==> config.mk <==
export PLATFORM = sky130hd
export DESIGN_NAME = seg_scan_driver
export DESIGN_NICKNAME = d
export VERILOG_FILES = /design/src/rtl/seg_scan_driver.sv
export SDC_FILE = /design/constraint.sdc
export NUM_CORES = 1
export LEC_CHECK = 0
export BUFFER_PORTS_ARGS = -buffer_cell sky130_fd_sc_hd__buf_2
export CORE_MARGIN = 5
export CORE_UTILIZATION = 29
export DETAILED_ROUTE_END_ITERATION = 10
export GPL_TIMING_DRIVEN = 0
export SYNTH_ARGS = -nofsm -noshare
export SYNTH_HDL_FRONTEND = slang
export SYNTH_SLANG_ARGS = --single-unit
==> constraint.sdc <==
create_clock -name clk -period 3.1 [get_ports clk]
set_input_delay 0.62 -clock clk [delete_from_list [all_inputs] [get_ports clk]]
set_output_delay 0.62 -clock clk [all_outputs]
set_load 0.05 [all_outputs]
==> src/rtl/seg_scan_driver.sv <==
`default_nettype none
// ============================================================================
// Module      : seg_scan_driver
// Description : Time-multiplexed driver for a 4-digit common-anode 7-segment
//               display. A prescaler produces one tick every TICK_DIV clocks.
//               Each tick advances the digit being shown. The BCD digits and
//               decimal points are captured into shadow registers only at a
//               frame boundary, so one frame never mixes old and new values.
//               Optional build macro SEG_LZ_BLANK_EN turns off leading zeros
//               on digits 3..1. Digit 0 is always shown.
// Ports       : clk        - clock
//               rst        - asynchronous active-high reset
//               nums[15:0] - BCD digits, [15:12] leftmost .. [3:0] rightmost
//               dp_mask    - decimal-point request per digit (1 = lit)
//               enable     - 1 = scan, 0 = dark
//               an[3:0]    - active-low digit anodes
//               seg[6:0]   - active-low cathodes {g,f,e,d,c,b,a}
//               dp         - active-low decimal-point cathode
//               frame_done - one-cycle pulse after the digit3 slot ends
// Revision    : 1.0 - initial release
// ============================================================================
module seg_scan_driver #(
  parameter int CLK_HZ  = 100000000,
  parameter int SCAN_HZ = 1000
) (
  input  logic        clk,
  input  logic        rst,
  input  logic [15:0] nums,
  input  logic [3:0]  dp_mask,
  input  logic        enable,
  output logic [3:0]  an,
  output logic [6:0]  seg,
  output logic        dp,
  output logic        frame_done
);

  localparam int c_tick_div = CLK_HZ / SCAN_HZ;
  localparam int c_pw       = (c_tick_div > 2) ? $clog2(c_tick_div) : 1;
  localparam logic [c_pw-1:0] c_presc_max = c_pw'(c_tick_div - 1);

  localparam logic [0:0] c_idle = 1'b0;
  localparam logic [0:0] c_scan = 1'b1;

  logic [c_pw-1:0] r_presc;
  logic [0:0]      r_state;
  logic [1:0]      r_idx;
  logic [15:0]     r_sh_nums;
  logic [3:0]      r_sh_dp;

  logic            w_tick;
  logic [0:0]      w_state_nx;
  logic [1:0]      w_idx_nx;
  logic [15:0]     w_sh_nums_nx;
  logic [3:0]      w_sh_dp_nx;
  logic [3:0]      w_digit;
  logic            w_blank;

  assign w_tick = (r_presc == c_presc_max);

  function automatic logic [6:0] f_decode(input logic [3:0] d);
    logic [6:0] s;
    case (d)
      4'd0:    s = 7'b1000000;
      4'd1:    s = 7'b1111001;
      4'd2:    s = 7'b0100100;
      4'd3:    s = 7'b0110000;
      4'd4:    s = 7'b0011001;
      4'd5:    s = 7'b0010010;
      4'd6:    s = 7'b0000010;
      4'd7:    s = 7'b1111000;
      4'd8:    s = 7'b0000000;
      4'd9:    s = 7'b0010000;
      default: s = 7'b0111111;   // invalid BCD shows a dash
    endcase
    return s;
  endfunction

  // Prescaler only runs while enabled so a re-enable always starts a fresh
  // full slot before digit0 appears.
  always_ff @(posedge clk or posedge rst) begin
    if (rst) begin
      r_presc <= '0;
    end else if (!enable || w_tick) begin
      r_presc <= '0;
    end else begin
      r_presc <= r_presc + 1'b1;
    end
  end

  // Next-state view is computed here so the registered outputs can show the
  // new digit on the very edge that advances idx.
  always_comb begin
    w_state_nx   = r_state;
    w_idx_nx     = r_idx;
    w_sh_nums_nx = r_sh_nums;
    w_sh_dp_nx   = r_sh_dp;
    if (!enable) begin
      w_state_nx = c_idle;
      w_idx_nx   = 2'd0;
    end else if (w_tick) begin
      if (r_state == c_idle) begin
        w_state_nx   = c_scan;
        w_idx_nx     = 2'd0;
        w_sh_nums_nx = nums;
        w_sh_dp_nx   = dp_mask;
      end else begin
        w_idx_nx = r_idx + 2'd1;
        if (r_idx == 2'd3) begin
          w_sh_nums_nx = nums;
          w_sh_dp_nx   = dp_mask;
        end
      end
    end
  end

  always_comb begin
    case (w_idx_nx)
      2'd0:    w_digit = w_sh_nums_nx[3:0];
      2'd1:    w_digit = w_sh_nums_nx[7:4];
      2'd2:    w_digit = w_sh_nums_nx[11:8];
      default: w_digit = w_sh_nums_nx[15:12];
    endcase
  end

`ifdef SEG_LZ_BLANK_EN
  // A digit is a leading zero when it and every digit to its left are zero.
  always_comb begin
    case (w_idx_nx)
      2'd3:    w_blank = (w_sh_nums_nx[15:12] == 4'd0);
      2'd2:    w_blank = (w_sh_nums_nx[15:8] == 8'd0);
      2'd1:    w_blank = (w_sh_nums_nx[15:4] == 12'd0);
      default: w_blank = 1'b0;
    endcase
  end
`else
  assign w_blank = 1'b0;
`endif

  always_ff @(posedge clk or posedge rst) begin
    if (rst) begin
      r_state    <= c_idle;
      r_idx      <= 2'd0;
      r_sh_nums  <= 16'd0;
      r_sh_dp    <= 4'd0;
      an         <= 4'b1111;
      seg        <= 7'b1111111;
      dp         <= 1'b1;
      frame_done <= 1'b0;
    end else begin
      r_state    <= w_state_nx;
      r_idx      <= w_idx_nx;
      r_sh_nums  <= w_sh_nums_nx;
      r_sh_dp    <= w_sh_dp_nx;
      frame_done <= enable && w_tick && (r_state == c_scan) && (r_idx == 2'd3);
      if (w_state_nx == c_scan) begin
        an  <= ~(4'b0001 << w_idx_nx);
        seg <= w_blank ? 7'b1111111 : f_decode(w_digit);
        dp  <= ~w_sh_dp_nx[w_idx_nx];
      end else begin
        an  <= 4'b1111;
        seg <= 7'b1111111;
        dp  <= 1'b1;
      end
    end
  end

endmodule
`default_nettype wire

After elaboration in Yosys (flattened, before gate mapping)
Memory sizes are Yosys's and may differ from the RTL's.
Cells that the tools add are included.
- add/subtract/negate cells: 2
- order comparisons: 1
- equal/unequal tests: 4
- shift operators: 1
- mux-type cells: 20
- bitwise operators: 2
- reduce and logical (&&, ||, !) cells: 6
- operators with widths (cell ; number):
    2-to-1 mux 16 bit ; 4
    2-to-1 mux 4 bit ; 5
    adder 17 x 1 -> 17 bit, second input constant ; 1
    equality test 17 bit, second input constant ; 1
    2-to-1 mux 17 bit ; 1
    one-hot mux 4 bit (3 select lines) ; 1
    2-to-1 mux 7 bit ; 1
    2-to-1 mux 2 bit ; 3
    equality test 2 bit, second input constant ; 2
    2-to-1 mux 1 bit ; 4
    NOT 4 bit ; 1
    << shifter 1 x 2 -> 4 bit, first input constant ; 1
    logical AND 1 bit ; 3
    < comparator 2 x 3 -> 1 bit, second input constant ; 1
    adder 2 x 1 -> 2 bit, second input constant ; 1
    binary-select mux 1 bit (select 2 bit) ; 1
    equality test 2 x 1 -> 1 bit, second input constant ; 1
    logical NOT 2 bit ; 1
    logical NOT 1 bit ; 1
    logical OR 1 bit ; 1
    NOT 1 bit ; 1
- register bits: 53
- bits in read-only memories: 112
- bits of input ports: 23
- output and inout port bits: 13
- word-level logic and storage cells: 46
- memories kept: 1
- memory list (name ; words ; bits a word ; rd ports ; clocked after Yosys merged registers in ; write ports ; RTL line ; text):
    (name not given) ; 16 ; 7 ; 1 ; 0 ; 0 ; 62 ; case (d)

Depth between registers and ports, before layout
Gate-level depths: netlist of run 1.
- depth in word-level cells: 9
- depth in mapped cells: 14
- mapped depth without buffers: 12

Least setup slack after synthesis of run 1
Ideal clock, no wire load.
- kind: reg2reg
- start point: register r_presc[0]
- end point: register seg[3]
- library setup time: 0.075 ns
- data arrival time: 2.735 ns
- required time: 3.025 ns
- slack: 0.290 ns
- stages on the path, launching flop included: 14
- path buffers: 2
- period minus slack after synthesis: 2.810 ns
- cell sequence: dfrtp_1 -> ha_1 -> and4_1 -> nand4_4 -> nor2_4 -> buf_6 -> buf_6 -> mux2_4 -> a22oi_1 -> a31oi_2 -> inv_1 -> ha_1 -> a21o_1 -> o211ai_2
- elaborated cells on any way between the ends: 13
- those cells by class: eq/ne (3); mux (8); reduce/logical (1); memory (1)
- RTL lines (element ; RTL line ; text):
    start: declaration ; 44 ; logic [c_pw-1:0] r_presc;
    start signal: assignment ; 86 ; r_presc <= r_presc + 1'b1;
    equality test 17 bit ; 58 ; assign w_tick = (r_presc == c_presc_max);
    2-to-1 mux 16 bit ; 100 ; end else if (w_tick) begin
    2-to-1 mux 16 bit ; 97 ; if (!enable) begin
    via w_sh_nums_nx[8] ; 53 ; logic [15:0] w_sh_nums_nx;
    one-hot mux 4 bit (3 select lines) ; 117 ; case (w_idx_nx)
    memory (16 x 7 bit) ; - ;
    2-to-1 mux 7 bit ; 155 ; if (w_state_nx == c_scan) begin
    end signal: assignment ; 157 ; seg <= w_blank ? 7'b1111111 : f_decode(w_digit);
    end: declaration ; 32 ; output logic [6:0] seg,
The timed path passes the listed nets, and every way through them passes these cells.

Worst setup path after layout of run 1
Same ends and word-level chain as after synthesis.

==> summary.txt, run 1 <==
OUTCOME
-----------------------------------------------------------------------------------------------------
Run status                                                                               finished clean

SYNTH
-----------------------------------------------------------------------------------------------------
FFs w/ async S/R, synth                                                                          100%
Total of warnings raised by yosys                                                                   0
Synth top cells by count                                                                 dfrtp_1 (41), mux2_2 (22), nand2_1 (22)
Largest family of logic cells by synthesized area                                        multiplexers
Top_reg_cell synth                                                                            dfrtp_1
Part of the Yosys area used for sequential elements                                             51.5%
Syn Std Cell Area                                                                            2600 um2
Area share of the leading cell type in the synthesized netlist                                  39.4%
Post-synthesis simple-gate area fraction                                                        14.7%
Fraction of synthesized cell area in xor and xnor cells                                         3.70%
EDFF count, synth                                                                                   0
Number of unique standard cell types used by synthesis                                             42
Flops & latches, synth                                                                             53
Cell types with the largest area share after synthesis                                   dfrtp_1 (39%), dfstp_2 (12%), mux2_2 (9.5%)
Post-synthesis share of cell area spent on full adders, half adders and majority gates          3.84%
Avg Cell Area, Syn                                                                           12.0 um2
Number of cells produced by synthesis                                                             217
Mux cell area share after synthesis                                                             16.5%
Dominant cell by count in the synthesized netlist                                             dfrtp_1
Post-synthesis cell type with the largest combined area                                       dfrtp_1
Compound-Gate Fraction of Synth Area                                                            6.44%
Mapped Nets                                                                                       248

PWR
-----------------------------------------------------------------------------------------------------
Switch share                                                                                    22.7%
VDD IR-drop max                                                                              0.158 mV
Total power                                                                                   1120 uW
Pwr per Cell Area                                                                          364 nW/um2
Clock network fraction of design power                                                          34.0%
Combinational power share                                                                        3.8%
Net load switching power                                                                       254 uW
Leakage power total                                                                        0.00136 uW
Cell internal power dissipation                                                                868 uW
Sequential share of power                                                                       62.2%

FINAL LAYOUT
-----------------------------------------------------------------------------------------------------
Final core utilization                                                                          35.4%
Fraction of layout cells with a size suffix above 1                                             41.1%
Final design instance area without fill                                                      3080 um2
Number of nets in the layout                                                                      295
Area growth from synthesis to layout                                                            18.3%
Number of inserted filler cells in the final layout                                               869
Final antenna diode count                                                                           0
Final non-filler cell total                                                                       373

WORST SETUP PATH
-----------------------------------------------------------------------------------------------------
FF-to-FF Start                                                                           r_presc[0]$_DFF_PP0_
Worst-path cell with the longest stage delay                                                  dfrtp_1
Kind of critical path                                                                      reg -> reg
Type of element capturing the critical path                                                 flip-flop
Cell type with the highest occurrence count on the critical path                                buf_6
Highest net fanout along the worst path                                                            10
Total buffers and inverters traversed by the critical path                                          3
Arrival time at the worst endpoint                                                            3.10 ns
Critical path origin                                                                     r_presc[0]$_DFF_PP0_
Cell family with the largest share of critical-path delay                                compound AO/OA/AOI/OAI gates
Crit path cell chain                                                                     ha_2 > and4_4 > nand4_4 > nor2_4 > buf_6 > buf_6 > mux2_4 > a22oi_2 > a31oi_4 > inv_1 > ha_1 > a21o_1 > o211ai_2
Delay contributed by the slowest stage of the critical path                                   0.39 ns
Slack of the worst reg-to-reg path                                                            0.23 ns
Critical path startpoint category                                                           flip-flop
Worst endpoint required time                                                                  3.33 ns

STA
-----------------------------------------------------------------------------------------------------
Total setup violations reported at the end of the flow                                              0
Clock Skew                                                                                  0.0149 ns
Setup repair after global routing missed its margin                                             false
Achievable frequency                                                                          348 MHz
Tightest Pin Transition                                                                      0.457 ns
Final Critical Period                                                                         2.87 ns
Final number of max-transition violations                                                           0
Worst slew margin                                                                               69.6%
Post-route fraction of the period consumed by the critical path                                 92.7%
Post-route setup slack                                                                       0.225 ns
Count of endpoints failing hold in the final timing report                                          0

FLOORPLAN
-----------------------------------------------------------------------------------------------------
Die Area                                                                                    11000 um2
Initial core utilization                                                                        29.9%
Width of the die                                                                               105 um
Core area                                                                                    8720 um2
I/O pin cnt                                                                                        36
Number of placement rows                                                                           34
Die height                                                                                     105 um

CLOCK NETWORK
-----------------------------------------------------------------------------------------------------
Buffers from clock root to sink, at most                                                            2
Total clock buffers created by CTS                                                                  5
Clk pin slew, worst setup/hold paths                                                          0.10 ns
Clock network latency to the later pin of the worst-skew pair                                 0.31 ns
Count of H-tree levels built during CTS                                                             2
Cell at the root of the clock tree                                                           clkbuf_8
TritonCTS clock tree                                                                              yes
Number of clock sinks                                                                              53

ROUTING
-----------------------------------------------------------------------------------------------------
Routed len/inst                                                                               13.8 um
Remaining design rule violation count                                                               0
First drt pass iteration count                                                                      4
Final Routed Wirelength                                                                       5.15 mm
Vias per std cell                                                                                4.61
Via count of the routed design                                                                   1718
Drt initial violations                                                                             53
Remaining number of nets flagged by the antenna check after routing                                 0

GLOBAL ROUTE
-----------------------------------------------------------------------------------------------------
Global route overflow                                                                               0
Global-route wire length before repair                                                        8.75 mm
Maximum number of pins on one net before global-route repair                                       41
Via count of the first global-routing pass                                                       1780
Antenna violations before repair                                                                    0
Tot GR Track Use                                                                                9.65%

FLOW RUN
-----------------------------------------------------------------------------------------------------
Max-capacitance violation count                                                                     0

PLACED DESIGN
-----------------------------------------------------------------------------------------------------
Port buffer count                                                                                  34
DPL Wire Length                                                                               3.79 mm
Pre-CTS setup slack                                                                        -0.0767 ns
Post-placement cell count                                                                         360
Cell Area, Placed                                                                            2930 um2
GP Congestion                                                                                   0.715

MIN PATH
-----------------------------------------------------------------------------------------------------
Min-delay worst type                                                                      in -> async

==> layout make-up <==
type	count	area, um2	share of cell area, %
timing repair buffer	40	228	7.39
multi-input combinational	146	1200	39.1
clock buffer	5	68.8	2.23
tap	108	135	4.38
clock inverter	3	17.5	0.568
sequential	53	1340	43.5
buffer	8	48.8	1.58
inverter	10	37.5	1.22
==> sequential cells by signal, indices dropped and copies added, names as in the netlist <==
signal,cells
an,4
dp,1
frame_done,1
r_idx,2
r_presc,17
r_sh_dp,4
r_sh_nums,16
r_state,1
seg,7
==> cell usage in the layout (no fill, tap or decap), types with 3 or more instances in the layout <==
cell type and instances:
nand2_1 22, nor2_1 16, nand4_1 3, clkbuf_1 3, nand3_1 8, inv_1 8
xor2_1 9, mux2i_1 7, buf_4 5, and3_1 5, ha_1 7, mux2_2 22
buf_2 37, or3_1 5, o211ai_1 3, dfrtp_1 40, clkbuf_8 5, o21ai_0 5
dfstp_2 12, a21oi_1 4
==> stage by stage <==
step / hold WS, ns / setup TNS [ns]
finish: 0.250 / 0
global route: 0.279 / 0
CTS: 0.254 / 0
detailed placement: 0.465 / -0.128
global placement: 0.456 / -0.0693
floorplan: 0.440 / 0
==> path summary, 6_finish.rpt <==
kind | to | depth (start not counted)
min in group clk | r_presc[0]$_DFF_PP0_ | 1
max in group asynchronous | seg[3]$_DFF_PP1_ | 3
max reg2reg | seg[3]$_DFF_PP1_ | 13
min reg2reg | r_presc[0]$_DFF_PP0_ | 1
min | r_presc[13]$_DFF_PP0_ | 2
max | seg[3]$_DFF_PP1_ | 13
==> power by group through the flow <==
stage / combinational, uW / clock (uW) / sequential, uW
final: 42.2 / 382 / 698
after detailed placement: 43.7 / 0 / 711
after CTS: 43.8 / 402 / 698
after global routing: 50.2 / 431 / 699
after global placement: 39.9 / 0 / 711
after floorplan: 19.4 / 0 / 710
==> cell families (layout without fill, tap and decap cells) <==
group / count (synthesis) / after routing
simple gates: 69 / 69
flops: 53 / 53
mux: 35 / 35
compound gates: 23 / 23
buf+inv: 18 / 66
xor+xnor: 11 / 11
fa+ha+maj: 8 / 8
==> per-layer routing <==
layer	routed length, um	GRT usage, %	up-vias
li1	-	-	846
met5	0	0	-
met2	2360	15.0	30
met1	2550	13.5	839
met4	32	2.19	0
met3	205	2.59	3
==> repair_timing <==
action,4_1_cts,5_1_grt
gates resized for setup,0,8
endpoints found under the hold margin,0,0
buffers inserted,3,2
gates cloned,0,0
pin swaps,1,2
endpoints found under the setup margin,4,7
hold buffers,0,0
(Power assumes the default switching activity.)
==> run 2: changes to the inputs <==
--- a/config.mk
+++ b/config.mk
@@ -5,8 +5,8 @@
 export SDC_FILE = /design/constraint.sdc
 export NUM_CORES = 1
 export LEC_CHECK = 0
+export ABC_AREA = 1
 export BUFFER_PORTS_ARGS = -buffer_cell sky130_fd_sc_hd__buf_2
-export CORE_MARGIN = 5
 export CORE_UTILIZATION = 29
 export DETAILED_ROUTE_END_ITERATION = 10
 export GPL_TIMING_DRIVEN = 0
==> run 2 against run 1 <==
Net effect:
- clock power rose by 26%
- largest power group unchanged
- cell area rose by 6.2%
- count of clock-buffer cells in the layout increased by 2
- highest routed layer unchanged
- global-route usage is 3.4 points higher
- critical path type unchanged
- sequential power hardly changed
- sequential share of layout area down 2.6 points
==> summary.txt, run 2 <==
FLOORPLAN
----------------------------------------------------------------------------------
Core area                                                                 9280 um2
Die height                                                                  100 um
I/O pin cnt                                                                     36
Number of placement rows                                                        35
Initial core utilization                                                     30.2%
Width of the die                                                            100 um
Die Area                                                                 10100 um2

ROUTING
----------------------------------------------------------------------------------
Via count of the routed design                                                2290
Remaining number of nets flagged by the antenna check after routing              0
Routed len/inst                                                            11.6 um
Remaining design rule violation count                                            0
First drt pass iteration count                                                   4
Highest metal layer with signal wires                                         met4
Routed length on met1                                                      2.94 mm
Final Routed Wirelength                                                    5.98 mm
Drt initial violations                                                          88
Vias per std cell                                                             4.42
Total met2 wirelength after detailed routing                               2.82 mm
Met3 wirelength from detailed routing                                       170 um

PWR
----------------------------------------------------------------------------------
Clock network fraction of design power                                       39.3%
Net load switching power                                                    248 uW
VDD IR-drop max                                                           0.172 mV
Cell internal power dissipation                                             974 uW
Combinational power share                                                     3.7%
Sequential share of power                                                    57.0%
Pwr per Cell Area                                                       373 nW/um2
Leakage power total                                                     0.00161 uW
Switch share                                                                 20.3%

SYNTH
----------------------------------------------------------------------------------
Cell types with the largest area share after synthesis                dfrtp_1 (37%), nand2_1 (15%), dfstp_2 (11%)
Number of unique standard cell types used by synthesis                          34
Top_reg_cell synth                                                         dfrtp_1
Number of cells produced by synthesis                                          346
Syn Std Cell Area                                                         2810 um2
Total of warnings raised by yosys                                                0
FFs w/ async S/R, synth                                                       100%
EDFF count, synth                                                                0
Synth top cells by count                                              nand2_1 (110), dfrtp_1 (41), inv_1 (36)
Post-synthesis cell type with the largest combined area                    dfrtp_1
Flops & latches, synth                                                          53
Area share of the leading cell type in the synthesized netlist               36.6%
Part of the Yosys area used for sequential elements                          47.8%
Dominant cell by count in the synthesized netlist                          nand2_1
Mapped Nets                                                                    377
Avg Cell Area, Syn                                                        8.11 um2

STA
----------------------------------------------------------------------------------
Final number of max-transition violations                                        0
Clock Skew                                                               0.0129 ns
Final Critical Period                                                      2.60 ns
Post-route setup slack                                                    0.497 ns
Tightest Pin Transition                                                   0.457 ns
Worst slew margin                                                            69.5%
Count of endpoints failing hold in the final timing report                       0
Setup repair after global routing missed its margin                          false
Achievable frequency                                                       384 MHz
Setup TNS                                                                     0 ns
Total setup violations reported at the end of the flow                           0
Post-route fraction of the period consumed by the critical path              84.0%

MIN PATH
----------------------------------------------------------------------------------
Min-delay worst type                                                   in -> async

WORST SETUP PATH
----------------------------------------------------------------------------------
Critical path origin                                                  r_presc[0]$_DFF_PP0_
Worst R2R Path Depth                                                            16
Highest net fanout along the worst path                                          6
FF-to-FF Start                                                        r_presc[0]$_DFF_PP0_
Worst endpoint required time                                               3.31 ns
Reg-to-reg critical path endpoint                                     seg[3]$_DFF_PP1_
Kind of critical path                                                   reg -> reg
Slack of the worst reg-to-reg path                                         0.50 ns
Critical Path End                                                     seg[3]$_DFF_PP1_
Critical path startpoint category                                        flip-flop
Type of element capturing the critical path                              flip-flop
Arrival time at the worst endpoint                                         2.82 ns

CLOCK NETWORK
----------------------------------------------------------------------------------
Clk pin slew, worst setup/hold paths                                       0.09 ns
Count of H-tree levels built during CTS                                          2
Clock network latency to the later pin of the worst-skew pair              0.30 ns
Setup Fix Bufs, Post-CTS                                                         0
Cell at the root of the clock tree                                        clkbuf_8
Quantity of gates resized following cts                                          0
Total clock buffers created by CTS                                               5
Buffers from clock root to sink, at most                                         2
TritonCTS clock tree                                                           yes
Number of hold-repair buffers added at the cts stage                             0
Number of clock sinks                                                           53

FLOW RUN
----------------------------------------------------------------------------------
Max-capacitance violation count                                                  0

FINAL LAYOUT
----------------------------------------------------------------------------------
Final antenna diode count                                                        0
Number of nets in the layout                                                   419
Commonest cells after routing, fill and taps aside                    nand2_1 (110), dfrtp_1 (41), inv_1 (35), nor2_1 (35), buf_2 (35)
Largest register FFs                                                            17
Biggest register                                                           r_presc
Area growth from synthesis to layout                                         16.7%
Largest registers ranked by flip-flop count                           r_presc: 17 flops, r_sh_nums: 16 flops, seg: 7 flops
Final core utilization                                                       35.3%
Most common cell after layout, fill and taps aside                         nand2_1
Fraction of layout cells with a size suffix above 1                          21.9%

PLACED DESIGN
----------------------------------------------------------------------------------
DPL Wire Length                                                            4.60 mm
Port buffer count                                                               34
GP Congestion                                                                0.914
Pre-CTS setup slack                                                       0.458 ns

GLOBAL ROUTE
----------------------------------------------------------------------------------
Global-route wire length before repair                                     10.4 mm
Via count of the first global-routing pass                                    2246
Global route overflow                                                            0
Tot GR Track Use                                                             13.0%
Maximum number of pins on one net before global-route repair                    40
Antenna violations before repair                                                 0

OUTCOME
----------------------------------------------------------------------------------
Run status                                                            finished clean

[run 2: changes by cell type in the layout (fill, tap and decap cells not counted), moves of 6 or more]
| cell | delta |
|---|---|
| nor3b_1 | +6 |
| nand2_1 | +88 |
| nor3_1 | +6 |
| inv_1 | +27 |
| nand3_1 | +23 |
| nor2_1 | +19 |
| xor2_1 | -8 |
| mux2i_1 | -7 |
| nand4_1 | +8 |
| mux2_2 | -22 |
[run 2: kinds of logic (layout without fill, tap and decap cells)]
kind of cell	Yosys count	count (layout)	synth area share, %
AOI/OAI and AO/OA	13	13	3.12
xor gates and xnor gates	1	1	0.312
adders and majority gates	8	8	3.57
buffers and inverters	47	90	6.91
DFF	53	53	47.8
and+or+nand+nor	224	224	38.3
[run 2: cell type report]
class                           count  area, um2
Inverter                           41        155
Timing Repair Buffer               35        190
Buffer                              6       38.8
Multi-Input combinational cell    246       1270
Clock inverter                      1       30.0
Tap cell                          129        161
Clock buffer                        7       86.3
Sequential cell                    53       1340
Fill cell                         982       6010
[run 2: worst min-delay path by stage]
stage | startpoint | end | slack (ns) | cells past startpoint
after floorplan | r_presc[0]$_DFF_PP0_ | r_presc[0]$_DFF_PP0_ | 0.43 | 1
after global placement | r_presc[0]$_DFF_PP0_ | r_presc[0]$_DFF_PP0_ | 0.45 | 1
after detailed placement | r_sh_dp[3]$_DFF_PP0_ | r_sh_dp[3]$_DFF_PP0_ | 0.46 | 2
after CTS | rst | r_presc[16]$_DFF_PP0_ | 0.28 | 2
after global routing | rst | r_presc[16]$_DFF_PP0_ | 0.30 | 2
final | rst | r_presc[16]$_DFF_PP0_ | 0.28 | 2
[run 2: worst max-delay path, cell delays in order (launching register included)]
cell and delay (ns):
dfrtp_1 0.38, ha_1 0.17, nand2_1 0.07, inv_2 0.06
nand2_2 0.11, inv_1 0.18, nand3_2 0.16, nand3_2 0.10
nand2_2 0.13, nor2_2 0.30, nand2_1 0.12, nand3_1 0.11
nor2_2 0.06, ha_1 0.27, nand3_1 0.10, nand3_1 0.10
nand3_1 0.09
[run 2: power groups by stage]
stage / clock network, uW / logic [uW] / registers [uW]
after floorplan: 0 / 21.7 / 709
after global placement: 0 / 42.5 / 710
after detailed placement: 0 / 47.0 / 710
after CTS: 504 / 47.1 / 697
after global routing: 524 / 52.5 / 697
final: 481 / 44.8 / 697
[run 2: per-stage QoR]
stage / total power (uW) / hold slack (ns) / instance area (um2) / cells
after floorplan: 731 / 0.433 / 2810 / 346
after global placement: 752 / 0.445 / 3140 / 509
after detailed placement: 757 / 0.459 / 3160 / 510
after CTS: 1250 / 0.282 / 3270 / 518
after global routing: 1270 / 0.301 / 3270 / 518
final: 1220 / 0.278 / 3270 / 518
[run 2: layer usage]
layer	vias to the layer above	track usage, %
met3	5	2.58
met5	-	0
met2	34	21.1
met4	0	4.46
met1	1064	17.3
li1	1187	-
==> run 3: changes to the inputs <==
==> constraint.sdc (replaced) <==
create_clock -name clk -period 2.7 [get_ports clk]
set_input_delay 0.54 -clock clk [delete_from_list [all_inputs] [get_ports clk]]
set_output_delay 0.54 -clock clk [all_outputs]
set_load 0.05 [all_outputs]
==> run 3 against run 2 <==
Net effect:
- largest cell class unchanged
- utilization rose by 0.93 points
- cell count rose by 1.5%
- die area did not move
- clock power rose by 15%
- clock skew rose by 0.0010 ns
==> summary.txt, run 3 (synthesized netlist as in run 2, its figures left out) <==
FLOORPLAN
----------------------------------------------------------------------------------
Number of placement rows                                                        35
Width of the die                                                            100 um
Initial core utilization                                                     30.2%
I/O pin cnt                                                                     36
Die Area                                                                 10100 um2
Core area                                                                 9280 um2
Die height                                                                  100 um

GLOBAL ROUTE
----------------------------------------------------------------------------------
Tot GR Track Use                                                             13.0%
Maximum number of pins on one net before global-route repair                    40
Global-route wire length before repair                                     10.4 mm
Global route overflow                                                            0
Antenna violations before repair                                                 0
Via count of the first global-routing pass                                    2246

PWR
----------------------------------------------------------------------------------
Pwr per Cell Area                                                       418 nW/um2
VDD IR-drop max                                                           0.198 mV
Leakage power total                                                     0.00165 uW

MIN PATH
----------------------------------------------------------------------------------
Min-delay worst type                                                   in -> async

PLACED DESIGN
----------------------------------------------------------------------------------
Port buffer count                                                               34
Cell Area, Placed                                                         3160 um2
GP Congestion                                                                0.914
Post-placement cell count                                                      510
Pre-CTS setup slack                                                      0.0577 ns
DPL Wire Length                                                            4.60 mm

FINAL LAYOUT
----------------------------------------------------------------------------------
Final design instance area without fill                                   3360 um2
Final core utilization                                                       36.2%
Final antenna diode count                                                        0
Fraction of layout cells with a size suffix above 1                          24.2%
Largest register FFs                                                            17
Largest registers ranked by flip-flop count                           r_presc: 17 flops, r_sh_nums: 16 flops, seg: 7 flops
Number of nets in the layout                                                   427
Most common cell after layout, fill and taps aside                         nand2_1
Area growth from synthesis to layout                                         19.8%
Biggest register                                                           r_presc
Commonest cells after routing, fill and taps aside                    nand2_1 (110), dfrtp_1 (40), buf_2 (36)
Number of inserted filler cells in the final layout                            971
Final non-filler cell total                                                    526

STA
----------------------------------------------------------------------------------
Tightest Pin Transition                                                   0.456 ns
Final number of max-transition violations                                        0
Total setup violations reported at the end of the flow                           0
Count of endpoints failing hold in the final timing report                       0
Clock Skew                                                               0.0139 ns
Setup TNS                                                                     0 ns
Post-route setup slack                                                    0.237 ns
Final Critical Period                                                      2.46 ns
Post-route fraction of the period consumed by the critical path              91.2%
Achievable frequency                                                       406 MHz
Setup repair after global routing missed its margin                          false
Worst slew margin                                                            69.6%

WORST SETUP PATH
----------------------------------------------------------------------------------
Highest net fanout along the worst path                                          6
Cell family with the largest share of critical-path delay             simple AND/OR/NAND/NOR gates
Worst-path cell with the longest stage delay                               dfrtp_1
Type of element capturing the critical path                              flip-flop
Worst endpoint required time                                               2.91 ns
Cell type with the highest occurrence count on the critical path           nand3_1
FF-to-FF Start                                                        r_presc[0]$_DFF_PP0_
Total buffers and inverters traversed by the critical path                       4
Critical path startpoint category                                        flip-flop
Delay contributed by the slowest stage of the critical path                0.40 ns
Crit path cell chain                                                  ha_1 > nand2_1 > inv_2 > nand2_4 > inv_2 > nand3_2 > nand3_1 > nand2_4 > nand2_4 > inv_1 > nand2_1 > inv_1 > nor2_4 > ha_1 > nand3_1 > nand3_1 > nand3_1
Kind of critical path                                                   reg -> reg
Critical path origin                                                  r_presc[0]$_DFF_PP0_
Arrival time at the worst endpoint                                         2.67 ns

ROUTING
----------------------------------------------------------------------------------
First drt pass iteration count                                                   4
Via count of the routed design                                                2339
Drt initial violations                                                         116
Vias per std cell                                                             4.45
Final Routed Wirelength                                                    6.08 mm
Routed len/inst                                                            11.6 um
Remaining number of nets flagged by the antenna check after routing              0
Remaining design rule violation count                                            0

OUTCOME
----------------------------------------------------------------------------------
Run status                                                            finished clean

CLOCK NETWORK
----------------------------------------------------------------------------------
Buffers from clock root to sink, at most                                         2
Number of clock sinks                                                           53
Clock network latency to the later pin of the worst-skew pair              0.30 ns
Cell at the root of the clock tree                                        clkbuf_8
TritonCTS clock tree                                                           yes
Clk pin slew, worst setup/hold paths                                       0.09 ns
Total clock buffers created by CTS                                               5
Count of H-tree levels built during CTS                                          2

FLOW RUN
----------------------------------------------------------------------------------
Max-capacitance violation count                                                  0

## run 3: cell types whose count changed in the layout (fill, tap and decap cells not counted), sizes merged
cell	delta
buf	+8
## run 3: stage by stage
stage | hold WS [ns] | total power (uW)
2_1_floorplan | 0.433 | 839
3_3_place_gp | 0.445 | 863
3_5_place_dp | 0.459 | 869
4_1_cts | 0.202 | 1430
5_1_grt | 0.221 | 1460
6_report | 0.197 | 1400
## run 3: layer usage
| layer | share of wire, % | wire length, um | GRT usage, % |
|---|---|---|---|
| met1 | 49 | 2970 | 17.3 |
| met2 | 47 | 2860 | 21.1 |
| met3 | 2.9 | 174 | 2.58 |
| met4 | 1.2 | 72 | 4.46 |
| met5 | 0 | 0 | 0 |
## run 3: final cells by class
type | instances | area, um2 | area share [%]
sequential | 53 | 1340 | 40.0
clock buffer | 7 | 86.3 | 2.57
inverter | 41 | 155 | 4.62
clock inverter | 1 | 30.0 | 0.894
buffer | 6 | 38.8 | 1.15
timing repair buffer | 43 | 248 | 7.37
tap | 129 | 161 | 4.80
multi-input combinational | 246 | 1300 | 38.6
## run 3: worst paths after layout
check,to,slack (ns),cells past startpoint
max in group asynchronous,dp$_DFF_PP1_,1.91,3
min in group clk,r_sh_nums[3]$_DFF_PP0_,0.45,3
setup / recovery,seg[3]$_DFF_PP1_,0.24,17
hold / removal,r_presc[16]$_DFF_PP0_,0.20,2
setup reg to reg,seg[3]$_DFF_PP1_,0.24,17
hold reg to reg,r_presc[0]$_DFF_PP0_,0.47,1
## run 3: report_power, final
group          internal (uW)  switching, uW
sequential               798           2.34
combinational           18.6           32.8
clock                    303            249
total                   1120            284
## run 3: worst reg2reg max path: cells and delay by family, from the launching register on
kind          cells  cell delay, ns
flops             1            0.40
fa+ha+maj         2            0.48
buf+inv           4            0.37
simple gates     11            1.13
## run 3: repair_timing
item                       4_1_cts  5_1_grt
setup endpoints to repair        0        6
gates resized for setup          0        9
buffers inserted                 0        8
hold buffers                     0        0
